$ cat config.mk
export PLATFORM = sky130hd
export DESIGN_NAME = axi_read_arbiter
export DESIGN_NICKNAME = d
export VERILOG_FILES = /design/src/rtl/axi_read_arbiter.sv
export SDC_FILE = /design/constraint.sdc
export NUM_CORES = 1
export LEC_CHECK = 0
export ABC_AREA = 1
export CAP_MARGIN = 25
export CORE_MARGIN = 10
export CORE_UTILIZATION = 35
export CTS_CLUSTER_DIAMETER = 200
export DETAILED_ROUTE_END_ITERATION = 8
export HOLD_SLACK_MARGIN = 0.06
export PLACE_DENSITY_LB_ADDON = 0.05
export REMOVE_ABC_BUFFERS = 1
export SETUP_SLACK_MARGIN = 0.3
export SLEW_MARGIN = 30
export SYNTH_ARGS = -nofsm -noshare
export SYNTH_HDL_FRONTEND = slang
export SYNTH_SLANG_ARGS = --single-unit
$ cat constraint.sdc
create_clock -name CLK -period 2.75 [get_ports CLK]
set_input_delay 0.275 -clock CLK [delete_from_list [all_inputs] [get_ports CLK]]
set_output_delay 0.275 -clock CLK [all_outputs]
set_load 0.005 [all_outputs]
$ cat src/rtl/axi_read_arbiter.sv
// -----------------------------------------------------------------------------
// axi_read_arbiter
//
// Shares one AXI4 read master port (AR + R channels) between two cache
// read-fill requesters: S0 (instruction cache) and S1 (data cache).
// One burst is in flight at a time. Arbitration is round-robin: on contention
// the requester that did not win last time is chosen, and a lone requester
// may win back-to-back. AW/W/B traffic is handled elsewhere.
//
// Ports:
//   CLK, RST                     clock, synchronous active-high reset
//   S0_/S1_ARADDR/ARLEN/ARVALID  requester burst requests (held until ARREADY)
//   S0_/S1_ARREADY               combinational pulse when the master AR handshakes
//   S0_/S1_RDATA/RLAST/RVALID    read beats routed to the granted requester
//   M_AXI_ARADDR/ARLEN/ARVALID   registered master address channel
//   M_AXI_ARREADY                slave address accept
//   M_AXI_RDATA/RLAST/RVALID     slave read beats (always consumed, no RREADY)
//   ERR                          sticky protocol error (short/long burst, stray beat)
// -----------------------------------------------------------------------------
module axi_read_arbiter #(
  parameter int ADDR_WIDTH = 32,
  parameter int DATA_WIDTH = 32
) (
  input  logic                  CLK,
  input  logic                  RST,
  input  logic [ADDR_WIDTH-1:0] S0_ARADDR,
  input  logic [7:0]            S0_ARLEN,
  input  logic                  S0_ARVALID,
  output logic                  S0_ARREADY,
  output logic [DATA_WIDTH-1:0] S0_RDATA,
  output logic                  S0_RLAST,
  output logic                  S0_RVALID,
  input  logic [ADDR_WIDTH-1:0] S1_ARADDR,
  input  logic [7:0]            S1_ARLEN,
  input  logic                  S1_ARVALID,
  output logic                  S1_ARREADY,
  output logic [DATA_WIDTH-1:0] S1_RDATA,
  output logic                  S1_RLAST,
  output logic                  S1_RVALID,
  output logic [ADDR_WIDTH-1:0] M_AXI_ARADDR,
  output logic [7:0]            M_AXI_ARLEN,
  output logic                  M_AXI_ARVALID,
  input  logic                  M_AXI_ARREADY,
  input  logic [DATA_WIDTH-1:0] M_AXI_RDATA,
  input  logic                  M_AXI_RLAST,
  input  logic                  M_AXI_RVALID,
  output logic                  ERR
);

  localparam logic [1:0] ST_IDLE = 2'd0;
  localparam logic [1:0] ST_ADDR = 2'd1;
  localparam logic [1:0] ST_DATA = 2'd2;

  logic [1:0]            state_r;
  logic                  grant_r;
  logic                  last_grant_r;
  logic [7:0]            beat_cnt_r;
  logic                  err_r;
  logic [ADDR_WIDTH-1:0] araddr_r;
  logic [7:0]            arlen_r;
  logic                  arvalid_r;

  logic                  any_req_s;
  logic                  win_s;
  logic [ADDR_WIDTH-1:0] sel_addr_s;
  logic [7:0]            sel_len_s;
  logic                  in_data_s;

  assign any_req_s = S0_ARVALID | S1_ARVALID;
  assign in_data_s = (state_r == ST_DATA);

  // Round-robin winner selection and the winner's request fields.
  always_comb begin
    win_s      = 1'b0;
    sel_addr_s = {ADDR_WIDTH{1'b0}};
    sel_len_s  = 8'd0;
    if (S0_ARVALID && S1_ARVALID) begin
      win_s = ~last_grant_r;
    end else if (S1_ARVALID) begin
      win_s = 1'b1;
    end else begin
      win_s = 1'b0;
    end
    if (win_s) begin
      sel_addr_s = S1_ARADDR;
      sel_len_s  = S1_ARLEN;
    end else begin
      sel_addr_s = S0_ARADDR;
      sel_len_s  = S0_ARLEN;
    end
  end

  // Arbitration FSM, master AR registers, beat counting and sticky error.
  always_ff @(posedge CLK) begin
    if (RST) begin
      state_r      <= ST_IDLE;
      grant_r      <= 1'b0;
      last_grant_r <= 1'b1;
      beat_cnt_r   <= 8'd0;
      err_r        <= 1'b0;
      araddr_r     <= {ADDR_WIDTH{1'b0}};
      arlen_r      <= 8'd0;
      arvalid_r    <= 1'b0;
    end else begin
      case (state_r)
        ST_IDLE: begin
          // A beat with no burst outstanding is a protocol error.
          if (M_AXI_RVALID) begin
            err_r <= 1'b1;
          end
          if (any_req_s) begin
            grant_r   <= win_s;
            araddr_r  <= sel_addr_s;
            arlen_r   <= sel_len_s;
            arvalid_r <= 1'b1;
            state_r   <= ST_ADDR;
          end
        end
        ST_ADDR: begin
          if (M_AXI_RVALID) begin
            err_r <= 1'b1;
          end
          if (M_AXI_ARREADY) begin
            arvalid_r    <= 1'b0;
            last_grant_r <= grant_r;
            beat_cnt_r   <= 8'd0;
            state_r      <= ST_DATA;
          end
        end
        ST_DATA: begin
          if (M_AXI_RVALID) begin
            beat_cnt_r <= beat_cnt_r + 8'd1;
            if (M_AXI_RLAST) begin
              if (beat_cnt_r != arlen_r) begin
                err_r <= 1'b1;
              end
              // Arbitrate in the RLAST cycle so a waiting request reaches
              // the master one cycle after the last beat.
              if (any_req_s) begin
                grant_r   <= win_s;
                araddr_r  <= sel_addr_s;
                arlen_r   <= sel_len_s;
                arvalid_r <= 1'b1;
                state_r   <= ST_ADDR;
              end else begin
                state_r <= ST_IDLE;
              end
            end else if (beat_cnt_r == arlen_r) begin
              // Burst overran its length without RLAST; keep routing beats.
              err_r <= 1'b1;
            end
          end
        end
        default: begin
          state_r   <= ST_IDLE;
          arvalid_r <= 1'b0;
        end
      endcase
    end
  end

  assign M_AXI_ARADDR  = araddr_r;
  assign M_AXI_ARLEN   = arlen_r;
  assign M_AXI_ARVALID = arvalid_r;
  assign ERR           = err_r;

  assign S0_ARREADY = (state_r == ST_ADDR) && !grant_r && M_AXI_ARREADY;
  assign S1_ARREADY = (state_r == ST_ADDR) &&  grant_r && M_AXI_ARREADY;

  // Beats are only forwarded during a burst; stray beats reach nobody.
  assign S0_RVALID = in_data_s && !grant_r && M_AXI_RVALID;
  assign S1_RVALID = in_data_s &&  grant_r && M_AXI_RVALID;
  assign S0_RLAST  = in_data_s && !grant_r && M_AXI_RLAST;
  assign S1_RLAST  = in_data_s &&  grant_r && M_AXI_RLAST;
  assign S0_RDATA  = M_AXI_RDATA;
  assign S1_RDATA  = M_AXI_RDATA;

endmodule

# == After elaboration in Yosys (flattened, before gate mapping) ==
# Index checks and enable logic that the tools add are counted.
# op_classes
n_reduce_logical,23
bitwise_logic,2
addsub,1
mux,36
n_eq_ne,11
# op_table
op,count
two-way mux 32 bit,4
one-hot mux 32 bit (2 select lines),1
two-way mux 8 bit,6
one-hot mux 8 bit (2 select lines),2
two-way mux 1 bit,15
logical AND 1 bit,11
AND reduction 3 bit,3
adder 8 x 1 -> 8 bit (second input constant),1
equality test 8 bit,1
two-way mux 2 bit,4
!= test 2 bit (second input constant),4
!= test 8 bit,1
!= test 3 x 2 -> 1 bit (second input constant),2
one-hot mux 2 bit (3 select lines),1
nonzero test 2 bit,3
AND reduction 5 bit,1
one-hot mux 1 bit (2 select lines),2
AND reduction 4 bit,1
one-hot mux 1 bit (3 select lines),1
equality test 2 x 1 -> 1 bit (second input constant),1
equality test 2 bit (second input constant),1
logical NOT 2 bit,1
!= test 2 x 1 -> 1 bit (second input constant),1
AND reduction 2 bit,1
4 further kinds,4
# totals
input_bits,119
wordCells,81
register_bits,54

# == Depth between registers and ports, before layout ==
# Gate-level depths: netlist of the first run.
# logic_depth
word_depth,7
ltp_mapped,10

# == Worst setup path after synthesis of the first run ==
# OpenSTA, ideal clock, no wires.
# synth_timing
path_kind,register to register
startpoint,reg state_r[1]
endpoint,reg beat_cnt_r[6]
slack_ns,1.505
path_buffers,0
t_required_ns,2.636
synth_period_minus_slack_ns,1.245
stages_incl_launch_ff,10
arrival_time_ns,1.131
path_cell_list,dfxtp_1 inv_2 nor2_4 nand2_2 nand2_4 nand3_2 nor2_2 nand2_1 o21bai_1 nor2_1
# synth_via
elab_chain_cells,3
word_cells_on_any_way,7
# synth_rtl
item,line,source
start: declaration,54,logic [1:0] state_r;
start signal: assignment,96,state_r <= ST_IDLE;
start signal: assignment,116,state_r <= ST_ADDR;
start signal: assignment,127,state_r <= ST_DATA;
equality test 2 bit / equality test 2 x 1 -> 1 bit (equally long branches),105,case (state_r)
!= test 2 bit (no line) / nonzero test 2 bit (equally long branches),--,
AND reduction 3 bit (no line),--,
end signal: assignment,132,beat_cnt_r <= beat_cnt_r + 8'd1;
end: declaration,57,logic [7:0] beat_cnt_r;
# Parallel ways exist; a longest one is shown, timed or not.
# A chain may end at the register's enable or synchronous reset.

# == Worst setup path after layout of the first run ==
# layout_timing
startpoint,reg state_r[1]
endpoint,out S1_RLAST
# layout_via
elab_chain_cells,3
# layout_rtl
item,line,source
equality test 2 bit,70,assign in_data_s = (state_r == ST_DATA);
logical AND 1 bit (2 in a row),174,assign S1_RLAST = in_data_s && grant_r && M_AXI_RLAST;
end: declaration,38,"output logic S1_RLAST,"
# Every way passes these cells.

==> flow_metrics.tcl, run 1 <==
set metrics [dict create \
    hold_path.class "flip-flop to flip-flop" \
    firstDrtPassIters 4 \
    die_area_um2 12700 \
    die_w_um 112 \
    cp-end-kind "output pin" \
    clk_pin_slew_worst_paths_ps 90 \
    tns_ps 0 \
    grt_pass1_vias 2840 \
    yosys.cell_types.count 29 \
    pwr_density_cell_nw_per_um2 490 \
    status "completed" \
    clockBufferDepth 2 \
    core_um2 8260 \
    clock_skew_ps 4.11 \
    track_usage_pct 17.6 \
    whs_path_depth 2 \
    antenna_found_initial 0 \
    critPathKind "flip-flop to output pin" \
    cts_inserted_buffers 5 \
    place_area_um2 3920 \
    port_buffers 134 \
    dpl.hpwl_um 9460 \
    initial_core_util_pct 36.3 \
    reg2reg_depth 7 \
    yosysWarnings 0 \
    crit_start "state_r[1]$_SDFFE_PP0P_" \
    drc 0 \
    final-setup-viol-count 0 \
    grt_overflow 0 \
    worstPathMaxFanout 7 \
    hold_viol 0 \
    maxCapViolCount 0 \
    area_growth_pct 33.6 \
    postCtsHoldBufs 0 \
    ios 231 \
    synth.largest_area_cell "dfxtp_1" \
    period_share_pct 77.1 \
    ys_seq_elements 54 \
    timing.fmax_ghz 0.472 \
    fp-row-count 33 \
    r2r_end "M_AXI_ARADDR[6]$_SDFFE_PP0P_" \
    drt-total-wl_um 11800 \
    vias_per_cell 4.89 \
    finalWeightedCongestion 0.779 \
    grt_max_degree 44 \
    die_h_um 112 \
    async_flop_share_pct 0 \
    ys_top_cells_by_area "dfxtp_1 (36%), buf_4 (16%), nand2_1 (13%)" \
    cp-start-kind "flip-flop" \
    drive_above_1_share_pct 5.11 \
    relSlewSlack_pct 69.5 \
    final_area_um2 4000 \
    cts-root-buf "clkbuf_8" \
    leakagePower_nw 1.56 \
    drv_slew 0 \
    antenna_left 0 \
    layout_commonest_cell "clkdlybuf4s50_1" \
    synth_top_flop_cell "dfxtp_1" \
    diodes 0 \
    cts_tree "done" \
    cts.sinks 54 \
    clock_latency_ps 300 \
    crit_path_end "S1_RLAST" \
    r2r_slack_ps 1050 \
    grt_pass1_wl_um 17400 \
    required_ps 2480 \
    ir_drop_v 0.000222 \
    ys_seq_area_share_pct 36.1 \
    final_nets 590 \
    cts_setup_buffers 0 \
    worstPathArrival_ps 1840 \
    synth_area_um2 2990 \
    drt_iter0_drc 105 \
    worstReg2RegStart "state_r[0]$_SDFFE_PP0P_" \
    layout_min_cycle_time_ps 2120 \
    synth_cells 409 \
    max_slew.worst_pin.slew_ps 457 \
    post_cts_resize_count 0 \
    vias 2809 \
    synth_edf_count 0 \
    cts_htree_levels 2 \
    most-common-layout-cells "clkdlybuf4s50_1 (134), nand2_1 (105), dfxtp_1 (54), a31oi_1 (41), o21ai_1 (40)" \
    avgSynthCellArea_um2 7.32 \
    synth_top_area_share_pct 36.1 \
    grt_setup_unrepaired "false" \
    routedWlPerCell_um 20.5 \
]
==> how the worst min path moves through the flow <==
stage,to,from
after floorplan,ERR$_SDFFE_PP0P_,RST
after global placement,ERR$_SDFFE_PP0P_,ERR$_SDFFE_PP0P_
after detailed placement,ERR$_SDFFE_PP0P_,ERR$_SDFFE_PP0P_
after CTS,ERR$_SDFFE_PP0P_,ERR$_SDFFE_PP0P_
after global routing,ERR$_SDFFE_PP0P_,ERR$_SDFFE_PP0P_
final,ERR$_SDFFE_PP0P_,ERR$_SDFFE_PP0P_
==> cells by family (layout without fill, tap and decap cells) <==
group	count (synthesis)	count (layout)	share of synthesized area, %
compound gates	98	98	18.5
simple gates	141	141	20.2
buf+inv	109	170	23.0
xor+xnor	6	6	1.76
fa+ha+maj	1	1	0.418
flops	54	54	36.1
==> power breakdown <==
group          leakage, nW  internal, mW  total, mW  switching (mW)
clock               0.0383         0.177      0.432           0.256
combinational         1.08         0.339      0.596           0.257
sequential           0.447         0.871      0.931          0.0596
total                 1.56          1.39       1.96           0.572
==> through the flow <==
stage	worst slack (ps)	util [%]	hold slack, ps	instances	total power [mW]
CTS	586	48.4	457	575	1.99
floorplan	710	-	344	324	1.17
global route	478	48.4	492	575	2.09
detailed placement	755	47.5	442	568	1.55
global placement	807	47.5	436	568	1.55
finish	630	48.4	452	575	1.96
==> cell type report <==
type / instances / area [µm²]
clock buffers: 7 / 76.3
fillers: 830 / 4260
inverters: 24 / 95.1
multi-input cells: 246 / 1220
flip-flops and latches: 54 / 1080
well taps: 105 / 131
repair buffers: 139 / 1390
==> metal layers <==
| layer | share of wire [%] | GRT usage (%) |
|---|---|---|
| met3 | 17 | 15.4 |
| met1 | 40 | 19.5 |
| met5 | 0.51 | 5.10 |
| met2 | 41 | 24.8 |
| met4 | 0.59 | 2.79 |
==> registers in the layout, indices dropped and copies added, names as in the netlist <==
name	count
ERR	1
M_AXI_ARADDR	32
M_AXI_ARLEN	8
M_AXI_ARVALID	1
beat_cnt_r	8
grant_r	1
last_grant_r	1
state_r	2
==> worst max-delay path: stages (launching register included) <==
cell and delay, ps:
dfxtp_1 380, inv_2 70, nor2_4 200, inv_1 60, nor2_1 140, inv_1 80, nor2_1 90, clkdlybuf4s50_1 530
==> Yosys cell counts, types with 3 or more instances <==
master / n
o21ai_0: 3
xnor2_1: 4
nand3_1: 4
nand3_2: 4
nand2_2: 3
a21oi_1: 9
buf_2: 4
buf_4: 64
a31oi_1: 41
buf_6: 4
inv_1: 21
nand2_1: 105
clkbuf_1: 13
dfxtp_1: 54
o21ai_1: 40
nor2_1: 16
Power figures use the tool's default switching activity.
==> inputs of run 2 (changes only) <==
- CORE_UTILIZATION: 35 -> 34
- clock period: 2.75 -> 2 ns (I/O delays scaled with it)
==> run 2 against run 1 <==
Net effect:
- count of clock-buffer cells in the layout unchanged
- sequential power up 37%
- power grew 40%
- via count up 0.75%
- global-route usage is 0.36 points lower
- largest power group unchanged
- first-iteration DRC count decreased by 27%
- cell count rose by 2.4%
- clock power is 37% higher
- die area rose by 2.4%
- routed wire length down 1.2%
- clock skew grew 1.0 ps
- largest cell class unchanged
- hold slack worse by 140 ps
==> flow_metrics.tcl, run 2 (synthesis gave the netlist of run 1 again) <==
set metrics [dict create \
    drive_above_1_share_pct 7.90 \
    grt_pass1_vias 2831 \
    routedWlPerCell_um 19.8 \
    cts.sinks 54 \
    grt_setup_unrepaired "false" \
    period_share_pct 80.4 \
    die_w_um 114 \
    final_nets 601 \
    regArea_um2 1090 \
    initial_core_util_pct 34.7 \
    pwr_density_cell_nw_per_um2 661 \
    ios 231 \
    cts_tree "done" \
    internal_power_mw 1.94 \
    final_util_pct 47.9 \
    clk_pin_slew_worst_paths_ps 90 \
    hold_viol 0 \
    cts_htree_levels 2 \
    layout_commonest_cell "clkdlybuf4s50_1" \
    largest_reg_flops 32 \
    max_slew.worst_pin.slew_ps 297 \
    dpl.hpwl_um 9270 \
    leakagePower_nw 1.68 \
    final_cells 589 \
    finalPower_mw 2.74 \
    port_buffers 134 \
    power_frac_seq_pct 46.7 \
    power_frac_clock_pct 21.5 \
    switchingPower_mw 0.794 \
    path_cells "inv_2 > nand3_4 > nor2_1 > clkdlybuf4s50_1" \
    nFillCells 876 \
    timing.fmax_ghz 0.622 \
    cts-root-buf "clkbuf_8" \
    clockBufferDepth 2 \
    cp-end-kind "output pin" \
    clock_skew_ps 5.12 \
    die_h_um 114 \
    multi_input_area_um2 1230 \
    critPathBufInv 2 \
    dp_slack_ps 223 \
    place_inst 575 \
    grt_overflow 0 \
    vias_per_cell 4.80 \
    core_um2 8640 \
    required_ps 1800 \
    cp-start-kind "flip-flop" \
    ir_drop_v 0.000285 \
    clock_latency_ps 300 \
    die_area_um2 13000 \
    most-common-layout-cells "clkdlybuf4s50_1 (128), nand2_1 (105), dfxtp_1 (52), a31oi_1 (41), o21ai_1 (40)" \
    worstPathMaxFanout 5 \
    hold_ws_ps 316 \
    final-setup-viol-count 0 \
    hold_path.class "input pin to flip-flop" \
    worstPathArrival_ps 1410 \
    grt_max_degree 43 \
    max_stage_delay_ps 510 \
    firstDrtPassIters 4 \
    diodes 0 \
    drt_iter0_drc 77 \
    vias 2830 \
    area_growth_pct 38.3 \
    antenna_left 0 \
    layout_min_cycle_time_ps 1610 \
    finalWeightedCongestion 0.748 \
    grt_pass1_wl_um 17300 \
    critPathTopFamily "buffers and inverters" \
    status "completed" \
    fp-row-count 34 \
    track_usage_pct 17.2 \
    drt-total-wl_um 11700 \
    antenna_found_initial 0 \
    critPathKind "flip-flop to output pin" \
    share_comb_of_total_power_pct 31.8 \
    crit_slowest_cell "clkdlybuf4s50_1" \
    maxCapViolCount 0 \
    drc 0 \
    drv_slew 0 \
    power.share.switching_pct 29.0 \
    layout_setup_ws_ps 392 \
    cts_inserted_buffers 5 \
    relSlewSlack_pct 80.0 \
]
-- run 2: what timing repair did --
action                                  CTS  global route
pin swaps                                 1             1
endpoints found under the setup margin    6            18
buffers inserted                          2             5
hold buffers                              0             0
resized for setup                         8             4
cloned                                    0             0
-- run 2: cell type report --
| cell class | instances | area share (%) |
|---|---|---|
| repair buffers | 150 | 36.5 |
| multi-input cells | 246 | 29.8 |
| well taps | 108 | 3.26 |
| flip-flops and latches | 54 | 26.2 |
| inverters | 24 | 2.36 |
| clock buffers | 7 | 1.84 |
-- run 2: worst paths after layout --
path / slack, ps / depth (start not counted) / end / startpoint
max: 390 / 4 / S0_ARREADY / state_r[1]$_SDFFE_PP0P_
max reg2reg: 460 / 9 / M_AXI_ARADDR[1]$_SDFFE_PP0P_ / state_r[1]$_SDFFE_PP0P_
min: 320 / 4 / state_r[0]$_SDFFE_PP0P_ / M_AXI_ARREADY
min reg2reg: 450 / 2 / ERR$_SDFFE_PP0P_ / ERR$_SDFFE_PP0P_
-- run 2: per-layer routing --
| layer | GRT usage (%) | part of all wire (%) |
|---|---|---|
| met4 | 2.51 | 0.33 |
| met1 | 20.5 | 41 |
| met2 | 23.5 | 41 |
| met3 | 14.1 | 16 |
| met5 | 5.49 | 0.64 |
-- run 2: worst min-delay path: cells and delay by family --
| kind | cells | cell delay, ps |
|---|---|---|
| simple gates | 3 | 240 |
| buf+inv | 1 | 150 |
-- run 2: per-stage QoR --
step / setup TNS [ps] / cell area, µm²
6_report: 0 / 4140
4_1_cts: 0 / 4090
5_1_grt: 0 / 4140
3_3_place_gp: 0 / 3990
3_5_place_dp: 0 / 3990
2_1_floorplan: -586 / 2400
-- run 2: power groups by stage --
stage | Clock, mW | Sequential (mW) | Combinational [mW]
2_1_floorplan | 0 | 1.30 | 0.309
3_3_place_gp | 0 | 1.30 | 0.867
3_5_place_dp | 0 | 1.30 | 0.867
4_1_cts | 0.628 | 1.28 | 0.875
5_1_grt | 0.662 | 1.29 | 0.966
6_report | 0.590 | 1.28 | 0.871
